$ cat src/rtl/sram_1r1w_ctrl.sv
// Requester-side controller for a 1R1W synchronous SRAM: request stream to array strobes, 2-entry response buffer.
// Optional zero-fill sweep after reset: define SRAM_CTRL_ZERO_INIT_EN.
module sram_1r1w_ctrl #(
    parameter int DEPTH = 64,
    parameter int AW    = $clog2(DEPTH),
    parameter int DW    = 320
) (
    input  logic          clock,
    input  logic          reset_n,
    input  logic          req_valid,
    output logic          req_ready,
    input  logic          req_write,
    input  logic [AW-1:0] req_addr,
    input  logic [DW-1:0] req_wdata,
    output logic          resp_valid,
    input  logic          resp_ready,
    output logic [DW-1:0] resp_data,
    output logic          arr_w_en,
    output logic [AW-1:0] arr_w_addr,
    output logic [DW-1:0] arr_w_data,
    output logic          arr_r_en,
    output logic [AW-1:0] arr_r_addr,
    input  logic [DW-1:0] arr_r_data,
    output logic          init_busy
);

    logic          init_active;
    logic          fire;
    logic          push;
    logic          pop;
    logic          rd_credit;
    logic [1:0]    count_q, count_d;
    logic          inflight_q, inflight_d;
    logic          rd_ptr_q, rd_ptr_d;
    logic          wr_ptr_q, wr_ptr_d;
    logic [DW-1:0] rbuf_q [2];
    logic [DW-1:0] rbuf_d [2];

`ifdef SRAM_CTRL_ZERO_INIT_EN
    typedef enum logic {ST_INIT = 1'b0, ST_RUN = 1'b1} state_e;

    state_e        state_q, state_d;
    logic [AW-1:0] init_addr_q, init_addr_d;

    always_comb begin
        state_d     = state_q;
        init_addr_d = init_addr_q;
        if (state_q == ST_INIT) begin
            init_addr_d = init_addr_q + 1'b1;
            if (init_addr_q == AW'(DEPTH - 1)) begin
                state_d = ST_RUN;
            end
        end
    end

    always_ff @(posedge clock or negedge reset_n) begin
        if (!reset_n) begin
            state_q     <= ST_INIT;
            init_addr_q <= '0;
        end else begin
            state_q     <= state_d;
            init_addr_q <= init_addr_d;
        end
    end

    // Gated by reset_n so init_busy reads 0 while reset is held.
    assign init_active = reset_n && (state_q == ST_INIT);
    assign init_busy   = init_active;
`else
    assign init_active = 1'b0;
    assign init_busy   = 1'b0;
`endif

    assign resp_valid = (count_q != 2'd0);
    assign resp_data  = rbuf_q[rd_ptr_q];
    assign pop        = resp_valid && resp_ready;
    assign push       = inflight_q;

    // Reserve a buffer slot for every read in flight; a pop this cycle frees one.
    assign rd_credit = ({1'b0, count_q} + {2'b00, inflight_q}) < (3'd2 + {2'b00, pop});
    assign req_ready = reset_n && !init_active && (req_write || rd_credit);
    assign fire      = req_valid && req_ready;

    always_comb begin
        arr_w_en   = fire && req_write;
        arr_w_addr = req_addr;
        arr_w_data = req_wdata;
        arr_r_en   = fire && !req_write;
        arr_r_addr = req_addr;
`ifdef SRAM_CTRL_ZERO_INIT_EN
        if (init_active) begin
            arr_w_en   = 1'b1;
            arr_w_addr = init_addr_q;
            arr_w_data = '0;
        end
`endif
    end

    always_comb begin
        rbuf_d     = rbuf_q;
        wr_ptr_d   = wr_ptr_q;
        rd_ptr_d   = rd_ptr_q;
        inflight_d = fire && !req_write;
        count_d    = count_q + {1'b0, push} - {1'b0, pop};
        if (push) begin
            rbuf_d[wr_ptr_q] = arr_r_data;
            wr_ptr_d         = ~wr_ptr_q;
        end
        if (pop) begin
            rd_ptr_d = ~rd_ptr_q;
        end
    end

    always_ff @(posedge clock or negedge reset_n) begin
        if (!reset_n) begin
            count_q    <= 2'd0;
            inflight_q <= 1'b0;
            rd_ptr_q   <= 1'b0;
            wr_ptr_q   <= 1'b0;
            rbuf_q[0]  <= '0;
            rbuf_q[1]  <= '0;
        end else begin
            count_q    <= count_d;
            inflight_q <= inflight_d;
            rd_ptr_q   <= rd_ptr_d;
            wr_ptr_q   <= wr_ptr_d;
            rbuf_q     <= rbuf_d;
        end
    end

endmodule

$ cat config.mk
export PLATFORM = sky130hd
export DESIGN_NAME = sram_1r1w_ctrl
export DESIGN_NICKNAME = d
export VERILOG_FILES = /design/src/rtl/sram_1r1w_ctrl.sv
export SDC_FILE = /design/constraint.sdc
export NUM_CORES = 1
export LEC_CHECK = 0
export CORE_AREA = 2 2 513 515
export CTS_BUF_LIST = sky130_fd_sc_hd__clkbuf_16
export CTS_CLUSTER_DIAMETER = 40
export DETAILED_ROUTE_END_ITERATION = 7
export DIE_AREA = 0 0 515 517
export MAX_ROUTING_LAYER = met4
export PLACE_DENSITY = 0.3
export SLEW_MARGIN = 10
export SYNTH_ARGS = -nofsm -noshare
export SYNTH_HDL_FRONTEND = slang
export SYNTH_SLANG_ARGS = --single-unit
$ cat constraint.sdc
create_clock -name clock -period 2 [get_ports clock]
set_input_delay 0.4 -clock clock [delete_from_list [all_inputs] [get_ports clock]]
set_output_delay 0.4 -clock clock [all_outputs]
set_load 0.03 [all_outputs]
After elaboration in Yosys (flattened, before gate mapping):

Cells that the tools add are included.

* latch bits: 0
* logic and storage cells: 33
* output and inout port bits: 657
* memory bits (writable): 0
* register bits: 645
* bits in read-only memories: 0
* memories: 0

* reduce and logical (&&, ||, !) cells: 9
* muxes and demuxes: 6
* order comparisons: 4
* equal/unequal tests: 0
* divide/modulo/power cells: 0
* bitwise gates (word level): 4
* shift operators: 0
* add/sub/neg operators: 4
* $mul: 0

Operators with widths (number)
* $mux 320: 4
* $bwmux 640: 1
* $demux 320 s1: 1
* $logic_and 1x1->1: 6
* $ge 2x2->1 const B: 2
* $not 1->2: 2
* $add 2x1->3: 1
* $add 2x1->3 const A: 1
* $lt 3x3->1: 1
* $add 2x1->2: 1
* $lt 2x1->1 const B: 1
* $not 1->1: 2
* $reduce_bool 2->1: 1
* $sub 2x1->2: 1
* $logic_not 1->1: 1
* $logic_or 1x1->1: 1

Longest topological paths before layout:

* depth in word-level cells: 8
* gate-level depth with buffers: 6
* gate-level depth less buffers: 6

Worst setup path before layout:

No wires, ideal clock.

* kind: register -> output
* from: register count_q[0]
* to: output arr_r_en
* data arrival time: 2506 ps
* buffers on the path: 0
* stages on the path, launching flop included: 4
* required time: 1600 ps
* setup slack: -906 ps
* cells stage by stage: dfrtp_1 ha_1 ha_1 a2111oi_0

* cells in the longest elaborated chain, start to end: 8
* elaborated cells between the ends (all ways): 9
* classes of those cells: add/sub: 2; order compare: 1; reduce/logical: 6

RTL lines
* start: declaration: line 32 `logic [1:0] count_q, count_d;`
* start signal: assignment: line 123 `count_q <= count_d;`
* $reduce_bool 2->1: line 74 `assign resp_valid = (count_q != 2'd0);`
* $logic_and 1x1->1: line 76 `assign pop = resp_valid && resp_ready;`
* $add 2x1->3: line 80 `assign rd_credit = ({1'b0, count_q} + {2'b00, inflight_q}) < (3'd2 + {2'b00, pop});`
* $lt 3x3->1 *: line 80
* $logic_or 1x1->1 *: line 81 `assign req_ready = reset_n && !init_active && (req_write || rd_credit);`
* $logic_and 1x1->1 *: line 81
* $logic_and 1x1->1 *: line 82 `assign fire = req_valid && req_ready;`
* $logic_and 1x1->1 *: line 88 `arr_r_en = fire && !req_write;`
* end: declaration: line 21 `output logic arr_r_en,`

Every way passes the cells marked *; elsewhere a longest branch is shown, timed or not.

Final worst setup path:

* from: register rd_ptr_q
* to: output resp_data[277]

* cells in the longest elaborated chain, start to end: 4

RTL lines
* start: declaration: line 34 `logic rd_ptr_q, rd_ptr_d;`
* start signal: assignment: line 125 `rd_ptr_q <= rd_ptr_d;`
* $not 1->2 (implied by the code): line 75 `assign resp_data = rbuf_q[rd_ptr_q];`
* $mux 320 (implied by the code) (3 in series): line 75
* end: declaration: line 17 `output logic [DW-1:0] resp_data,`

Every way passes these cells. The select of a mux whose other input is x is not followed.

==> results by group <==
Global routing
  – Gr usage total: 10.0%
  – Vias in the first global route: 21200
  – First-pass GRT wire length: 178000 um
  – Largest net degree at the start of global routing: 93
  – Final global-route overflow total: 0
  – Initial antenna violation count: 99

CTS
  – # H-tree levels: 4
  – Worst-Skew Late Latency: 0.81 ns
  – CTS tree: done
  – Root Buffer: clkbuf_16
  – Clock buffer depth: 3
  – Clock Pin Slew Worst Setup and Hold Paths: 0.04 ns
  – Clock sinks: 645
  – CTS buffer count: 191

Timing
  – Final setup violation count: 326
  – Fin. Hold Viols: 0
  – Slew @ Worst Pin: 0.757 ns
  – TNS Setup: -211.88 ns
  – Max Freq: 364 MHz
  – Rel. slew slack: 49.5%
  – Skew final: 0.0523 ns
  – Final WS setup: -0.744 ns
  – Final min period: 2.74 ns
  – Max-slew violation count: 0
  – Fin crit share: 137%
  – RSZ-0062 raised after global routing: true

Die
  – Die area: 266000 sq um
  – Site Rows: 188
  – Core area: 261000 sq um
  – Die Wd: 515 um
  – Num ports: 1308
  – Starting Density: 11.6%
  – Die Height: 517 um

Setup path
  – RR Startpoint: inflight_q
  – Largest stage delay, worst path: 0.50 ns
  – Crit path depth: 6
  – Crit path DAT: 2.34 ns
  – CP Cell Sequence: buf_12 > buf_12 > buf_12 > buf_8 > mux2_4 > buf_6
  – WP buf/inv: 5
  – CP Data Required Time: 1.60 ns
  – Most common cell on crit path: buf_12
  – R2R depth: 7
  – Setup crit start: rd_ptr_q
  – Startpoint type of the worst setup path: flip-flop
  – Crit end category: output port
  – Largest delay share family, worst path: buffers and inverters
  – RR Endpoint: rbuf_q[140]
  – CP Max Fanout: 8
  – CP max stage cell: dfrtp_4
  – Worst reg2reg setup slack: -0.01 ns
  – Crit Path Class: flip-flop to output port

Placed design
  – GP Congestion: 0.694
  – Placed cells: 5799
  – Pre-CTS WS: -0.284 ns
  – Post-DP HPWL: 99100 um
  – I/O Buffers: 648

Power
  – PD cells: 2100 nW/um^2
  – Static Leak: 19.9 nW
  – Peak supply drop: 1.16 mV

Synth
  – Post-Synthesis Cells: 2067
  – Top-count cell post-synth: mux2_2
  – Async SR Flop Fraction: 100%
  – Largest cells by area after synthesis: dfrtp_1 53%, mux2_2 36%, buf_4 9.0%
  – Post-Synthesis Net Count: 2722
  – Yosys cell types: 20
  – Syn Area/Cell: 14.7 sq um
  – Post-synth EDFFs: 0
  – Largest area contributor in the netlist: dfrtp_1
  – Sequential area share after synthesis: 53.1%
  – Commonest cells in the netlist: 960 x mux2_2, 645 x dfrtp_1, 366 x buf_4
  – Syn. warnings: 0
  – Seq cells post-synth: 645
  – Post-synth top area share: 53.1%
  – Ys flop type: dfrtp_1
  – Post-synthesis cell area: 30400 sq um

Layout
  – Layout area overhead: 55.8%
  – Multi-input logic area: 11400 sq um
  – Final core utilization: 18.1%
  – Post-route insts no fill: 6274
  – Proportion of layout cells with a drive suffix above 1: 62.3%
  – Final #Nets: 3302
  – FILL cells: 28500
  – Sequential cell area: 16100 sq um

Route
  – Vias: 19100
  – Residual DRC count: 0
  – Drt via density: 3.04
  – Initial DRC Count: 548
  – Per-cell routed wire length: 21.2 um
  – Post-Route WL: 133000 um
  – First drt pass iteration count: 4
  – DRT antenna net count: 0

Status
  – Failing checks: setup timing
  – Status: finished with violations

Hold path
  – Min-Delay Path Class: input port to asynchronous set/reset pin

Run
  – Max-cap violations: 0
==> timing repair <==
action | in CTS | in global routing
gates cloned | 8 | 4
hold endpoints to repair | 403 | 4
resized for setup | 604 | 414
pin swaps | 0 | 3
buffers inserted | 38 | 26
hold buffers | 4 | 1
endpoints found under the setup margin | 323 | 324
==> how the worst max path moves through the flow <==
stage | end | slack [ns]
after floorplan | req_ready | 0.11
after global placement | resp_data[147] | -0.28
after detailed placement | resp_data[130] | -0.28
after CTS | resp_data[53] | -0.89
after global routing | resp_data[166] | -0.86
final | resp_data[277] | -0.74
==> report_power, final <==
part           total, W  switching (W)  internal, W
clock            0.0295        0.00944       0.0200
combinational    0.0465         0.0236       0.0229
sequential       0.0235        0.00380       0.0197
==> state kept, by name, summed over array words and instances (netlist names) <==
signal and flops:
rbuf_q 640, count_q 2, inflight_q 1, rd_ptr_q 1
wr_ptr_q 1
==> cells by family after synthesis <==
logic type,synth area share [%]
AOI/OAI and AO/OA,0.0905
xor gates and xnor gates,0.115
adders and majority gates,0.165
buffers and inverters,10.9
DFF,53.1
muxes,35.5
other,0.0123
and+or+nand+nor,0.115
==> layout make-up <==
class / count / share of cell area, %
Inverter: 4 / 0.0317
Timing Repair Buffer: 826 / 19.1
Sequential cell: 645 / 34.1
Multi-Input combinational cell: 979 / 24.2
Tap cell: 3420 / 9.03
Clock inverter: 162 / 3.19
Antenna cell: 46 / 0.243
Clock buffer: 192 / 10.1
==> worst register-to-register path: stages (launching register included) <==
cell,delay [ns]
dfrtp_1,0.38
buf_4,0.14
buf_4,0.13
buf_4,0.14
nand2_4,0.12
buf_12,0.23
buf_12,0.32
mux2_2,0.40
==> cells in the final DEF, fill, tap and decap left out, types with 7 or more instances in the layout <==
cell type,instances
diode_2,46
dfrtp_1,644
clkdlybuf4s50_1,323
clkinv_1,37
buf_16,11
buf_6,218
mux2_2,845
clkbuf_16,196
inv_1,42
buf_8,21
buf_12,69
clkinv_2,45
clkinv_16,7
buf_4,136
buf_2,35
mux2_4,115
bufinv_16,22
==> metrics by stage <==
step,power [W],hold WS [ns],area (sq um)
floorplan,0.0475,0.104,30400
CTS,0.0983,0.112,46200
global route,0.105,0.132,47400
global placement,0.0649,0.259,38700
detailed placement,0.0648,0.258,38700
finish,0.0994,0.0858,47400
==> routing by layer <==
layer | GRT usage (%) | share of wire (%) | up-vias
met3 | 5.57 | 12 | 371
met5 | - | 0 | -
li1 | - | - | 8288
met1 | 12.0 | 43 | 9425
met4 | 3.74 | 3.7 | 0
met2 | 13.8 | 41 | 969
No activity file was read; power rests on OpenSTA's default activity.
==> edit 1 (config.mk and constraints unchanged) <==
Change the parameter `DEPTH` from 64 to 128.
--- a/src/rtl/sram_1r1w_ctrl.sv
+++ b/src/rtl/sram_1r1w_ctrl.sv
@@ -1,7 +1,7 @@
 // Requester-side controller for a 1R1W synchronous SRAM: request stream to array strobes, 2-entry response buffer.
 // Optional zero-fill sweep after reset: define SRAM_CTRL_ZERO_INIT_EN.
 module sram_1r1w_ctrl #(
-    parameter int DEPTH = 64,
+    parameter int DEPTH = 128,
     parameter int AW    = $clog2(DEPTH),
     parameter int DW    = 320
 ) (
Ports: changed (resized arr_r_addr, arr_w_addr and req_addr); port bits go from 1308 to 1311. No check against the original RTL was run, so the function may have changed too.
==> edit 1 against the original RTL <==
- cell area grew 0.97%
- largest cell class unchanged
- sequential share of layout area shrank 0.33 points
- the flow still finishes with violations (setup timing)
- synthesized area is essentially flat
- critical path depth is the same
- fmax shrank 3.0%
- routed wire length shrank 1.5%
- worst setup slack lost 86 ps
- sequential cell count is the same
- die area is the same
- total power grew 2.1%
==> edit 1: results (changes against the original RTL) <==
stage;metric;value;unit;change
place;placed_cells;5803;;+0.069%
setup_path;rrSetupSlack;170;ps;+180 ps
layout;nets;3301;;-0.030%
worst_hold_path;min_path_type;input port to flop;;
place;place_congestion;0.713;;+2.8%
sta;finClkSkew;49.4;ps;-2.82 ps
layout;clk_share;0.120;;-0.0138
clock_network;clock_latency;790;ps;-20 ps
route;num_vias;18700;;-1.7%
place;placed_area;38600;um^2;-0.23%
pwr;power_density;2120;nW/um^2;+1.1%
sta;slew_headroom;0.508;;+0.0126
status;violations;setup timing;;
pwr;p_leak;20.0;nW;+0.73%
pwr;vdd_drop_max;1090;uV;-5.6%
synthesis;synth_compound_area_frac;0.000905;;about the same
status;status;finished with violations;;
setup_path;critPathArrivalTime;2430;ps;+90 ps
layout;clockBufferCount;170;;-11%
layout;fin_cells;6233;;-0.65%
clock_network;post_cts_buffers;30;;-21%
layout;final-nonclk-buf-share;0.210;;+0.0182
place;place_ws;-350;ps;-66.5 ps
layout;final_util;0.183;;+0.00176
clock_network;cts_hold_repair.buffers;1;;-3
clock_network;postCtsResizedCells;551;;-8.8%
sta;worst_slack;-829;ps;-85.5 ps
global_routing;antenna_found_initial;30;;-70%
global_routing;track_usage;0.0978;;-0.00218
synthesis;syn-num-nets;2725;;+0.11%
synthesis;synth.cell_area;30400;um^2;about the same
pwr;powerComb;51.1;mW;+9.9%
route;drtIter0Drc;560;;+2.2%
place;dpl.hpwl;96.6;mm;-2.5%
synthesis;synthCells;2069;;+0.097%
global_routing;grt_max_degree;90;;-3.2%
layout;buffers;846;;+2.4%
sta;setup_viol;323;;-0.92%
synthesis;synth_fa_ha_area_frac;0.00164;;about the same
synthesis;synthTopCellsByCount;mux2_2 (960), dfrtp_1 (645), buf_4 (368);;
synthesis;yosysSeqAreaShare;0.530;;about the same
route;wire_per_inst;21.0;um;-0.82%
synthesis;synthMuxAreaShare;0.355;;about the same
setup_path;critical_path.max_fanout;7;;-1
synthesis;netlist_top_cells_area;dfrtp_1 (53%), mux2_2 (36%), buf_4 (9.1%);;
layout;drive_gt1_frac;0.627;;+0.00443
pwr;internal_power;63.4;mW;+1.3%
layout;seq_cell_count;645;;unchanged
## edit 1: cell types whose count changed after synthesis, sizes merged
cell  delta
buf      +2
## edit 1: path summary, 6_finish.rpt
kind,start,end,cells after the start
min in group asynchronous,reset_n,rbuf_q[40],4
worst min-delay path,reset_n,inflight_q,4
worst max register to register,inflight_q,rbuf_q[437],6
worst min register to register,rbuf_q[259],rbuf_q[259],1
max in group asynchronous,reset_n,rbuf_q[579],5
worst max-delay path,rd_ptr_q,resp_data[306],6
## edit 1: through the flow
| step | setup TNS [ps] | hold WS (ps) |
|---|---|---|
| 2_1_floorplan | 0 | 104 |
| 3_3_place_gp | -38730 | 456 |
| 3_5_place_dp | -40500 | 457 |
| 4_1_cts | -281860 | 139 |
| 5_1_grt | -267300 | 148 |
| 6_report | -229510 | 209 |
## edit 1: per-layer routing
metal	up-vias	GRT usage	routed length [um]
met5	-	-	0
met1	9345	0.103	50800
met2	907	0.142	57300
li1	8216	-	-
met3	267	0.0670	18500
met4	0	0.0371	4410
==> edit 2 (same flow settings) <==
Without the edit above. The option `SRAM_CTRL_ZERO_INIT_EN` is turned on by a define.
--- a/src/rtl/sram_1r1w_ctrl.sv
+++ b/src/rtl/sram_1r1w_ctrl.sv
@@ -1,5 +1,7 @@
 // Requester-side controller for a 1R1W synchronous SRAM: request stream to array strobes, 2-entry response buffer.
 // Optional zero-fill sweep after reset: define SRAM_CTRL_ZERO_INIT_EN.
+`define SRAM_CTRL_ZERO_INIT_EN
+
 module sram_1r1w_ctrl #(
     parameter int DEPTH = 64,
     parameter int AW    = $clog2(DEPTH),
Check against the original RTL: not equivalent (a bounded check fails within 4 cycles, from zero or initial values and one cycle with reset_n low).
==> edit 2 against the original RTL <==
- first-iteration DRC count is 52% higher
- cell area is 21% higher
- critical endpoint is now resp_data[151]
- count of clock-buffer cells in the layout decreased by 24
- synthesized area grew 0.43%
- the run still ends with setup timing left
- worst setup slack improved by 19 ps
- sequential cell count up 7
- routed wire length is 40% higher
- critical path type unchanged
Power is not compared: it rests on default switching activity, and its combinational part moved more than twofold at a synthesized area within 25%.
==> edit 2: results (changes against the original RTL) <==
stage;metric;value;unit;change
status;status;finished with violations;;
status;violations;setup timing;;
clock_network;cts_hold_repair.buffers;1;;-3
synthesis;yosysSeqAreaShare;0.534;;+0.00347
setup_path;critPathArrivalTime;2320;ps;-20 ps
clock_network;postCtsResizedCells;580;;-4.0%
route;num_vias;24300;;+27%
global_routing;grt_max_degree;101;;+8.6%
pwr;vdd_drop_max;852;uV;
sta;worst_pin_slew;688;ps;-69.4 ps
route;drtPass1Iterations;4;;unchanged
clock_network;cts_root_buf;clkbuf_16;;
layout;nets;4345;;+32%
route;totalWireLength;187;mm;+40%
synthesis;synthMuxAreaShare;0.354;;-0.00115
layout;top_regs;rbuf_q: 640 flops, init_addr_q: 6 flops, count_q: 2 flops;;
place;dpl.hpwl;147;mm;+48%
setup_path;reg2reg_depth;5;;-2
synthesis;synthArstFlopShare;1.00;;unchanged
clock_network;cts_buffers;167;;-13%
global_routing;grt.met2_usage;0.218;;+0.0797
layout;n_fill_cell;27900;;-2.0%
worst_hold_path;min_path_cells;2;;
setup_path;cpPeakStageDelay;510;ps;
clock_network;cts-htree-levels;4;;unchanged
synthesis;synthTopCellsByCount;mux2_2 (961), dfrtp_1 (652), and2_1 (320);;
clock_network;post_cts_buffers;27;;-29%
setup_path;cp_top_family;buffers and inverters;;
synthesis;syn-num-nets;2797;;+2.8%
clock_network;cts.path.max_buffers;3;;unchanged
synthesis;synthXorXnorAreaFrac;0.00258;;+0.00143
setup_path;crit_slowest_cell;dfrtp_4;;
synthesis;synth_cell_types;26;;+30%
setup_path;critical_path.max_fanout;7;;-1
sta;finClkSkew;58.9;ps;+6.65 ps
layout;drive_gt1_frac;0.561;;-0.0617
synthesis;netlist_top_cells_area;dfrtp_1 (53%), mux2_2 (35%), and2_1 (6.6%);;
route;drtIter0Drc;833;;+52%
global_routing;use_met3;0.0506;;-0.00505
global_routing;track_usage;0.136;;+0.0360
place;place_congestion;0.892;;+28%
sta;setup_viol;651;;+100%
global_routing;antenna_found_initial;108;;+9.1%
place;portBuffers;1307;;+100%
global_routing;first_global_vias;25900;;+22%
worst_hold_path;min_path_type;input port to flop;;
synthesis;synth_fa_ha_area_frac;0.00205;;+0.000403
clock_network;clk_pin_slew;50;ps;
pwr;p_leak;25.7;nW;
place;place_ws;-264;ps;+19.3 ps
global_routing;grt_pass1_wl;241;mm;+35%
synthesis;synth_compound_area_frac;0.00127;;+0.000365
synthesis;yosys_warnings;0;;unchanged
sta;worst_slack;-724;ps;+19.4 ps
synthesis;ys.flop_type;dfrtp_1;;
global_routing;use_met1;0.162;;+0.0424
clock_network;clock_latency;810;ps;about the same
-- edit 2: final timing paths --
path                            startpoint        endpoint  slack [ps]
setup / recovery                  rd_ptr_q  resp_data[151]        -720
hold reg to reg                rbuf_q[527]     rbuf_q[527]         490
max in group asynchronous          reset_n     rbuf_q[519]         510
hold / removal             arr_r_data[249]     rbuf_q[249]         230
setup reg to reg                inflight_q     rbuf_q[551]         230
min in group asynchronous          reset_n     rbuf_q[561]         450
-- edit 2: metrics by stage --
stage / instance area, um^2 / utilization / power (mW) / std cells / TNS [ps]
2_1_floorplan: 30500 / - / 23.3 / 2141 / 0
5_1_grt: 57200 / 0.219 / 67.8 / 7283 / -475400
3_3_place_gp: 48000 / 0.184 / 33.0 / 6854 / -20340
3_5_place_dp: 48000 / 0.184 / 33.0 / 6854 / -24090
4_1_cts: 54800 / 0.210 / 63.9 / 7195 / -449770
6_report: 57200 / 0.219 / 65.0 / 7293 / -387830
-- edit 2: report_power, final --
group	internal (mW)	switching (mW)	total, mW
clock	18.8	9.13	28.0
combinational	11.4	11.6	23.1
sequential	13.6	0.292	13.9
-- edit 2: layer usage --
| metal | routed length (um) | up-vias |
|---|---|---|
| li1 | - | 10700 |
| met1 | 80000 | 12300 |
| met2 | 88100 | 1010 |
| met3 | 14700 | 302 |
| met5 | 0 | - |
| met4 | 3840 | 0 |
-- edit 2: final cells by class --
type                            count  area (um^2)  area share
Timing Repair Buffer             1527        16800       0.293
Clock buffer                      168         4200      0.0735
Inverter                            6         22.5    0.000394
Clock inverter                    140         1640      0.0287
Antenna cell                       45          113     0.00197
Tap cell                         3420         4280      0.0748
Multi-Input combinational cell   1335        13900       0.243
Sequential cell                   652        16300       0.285
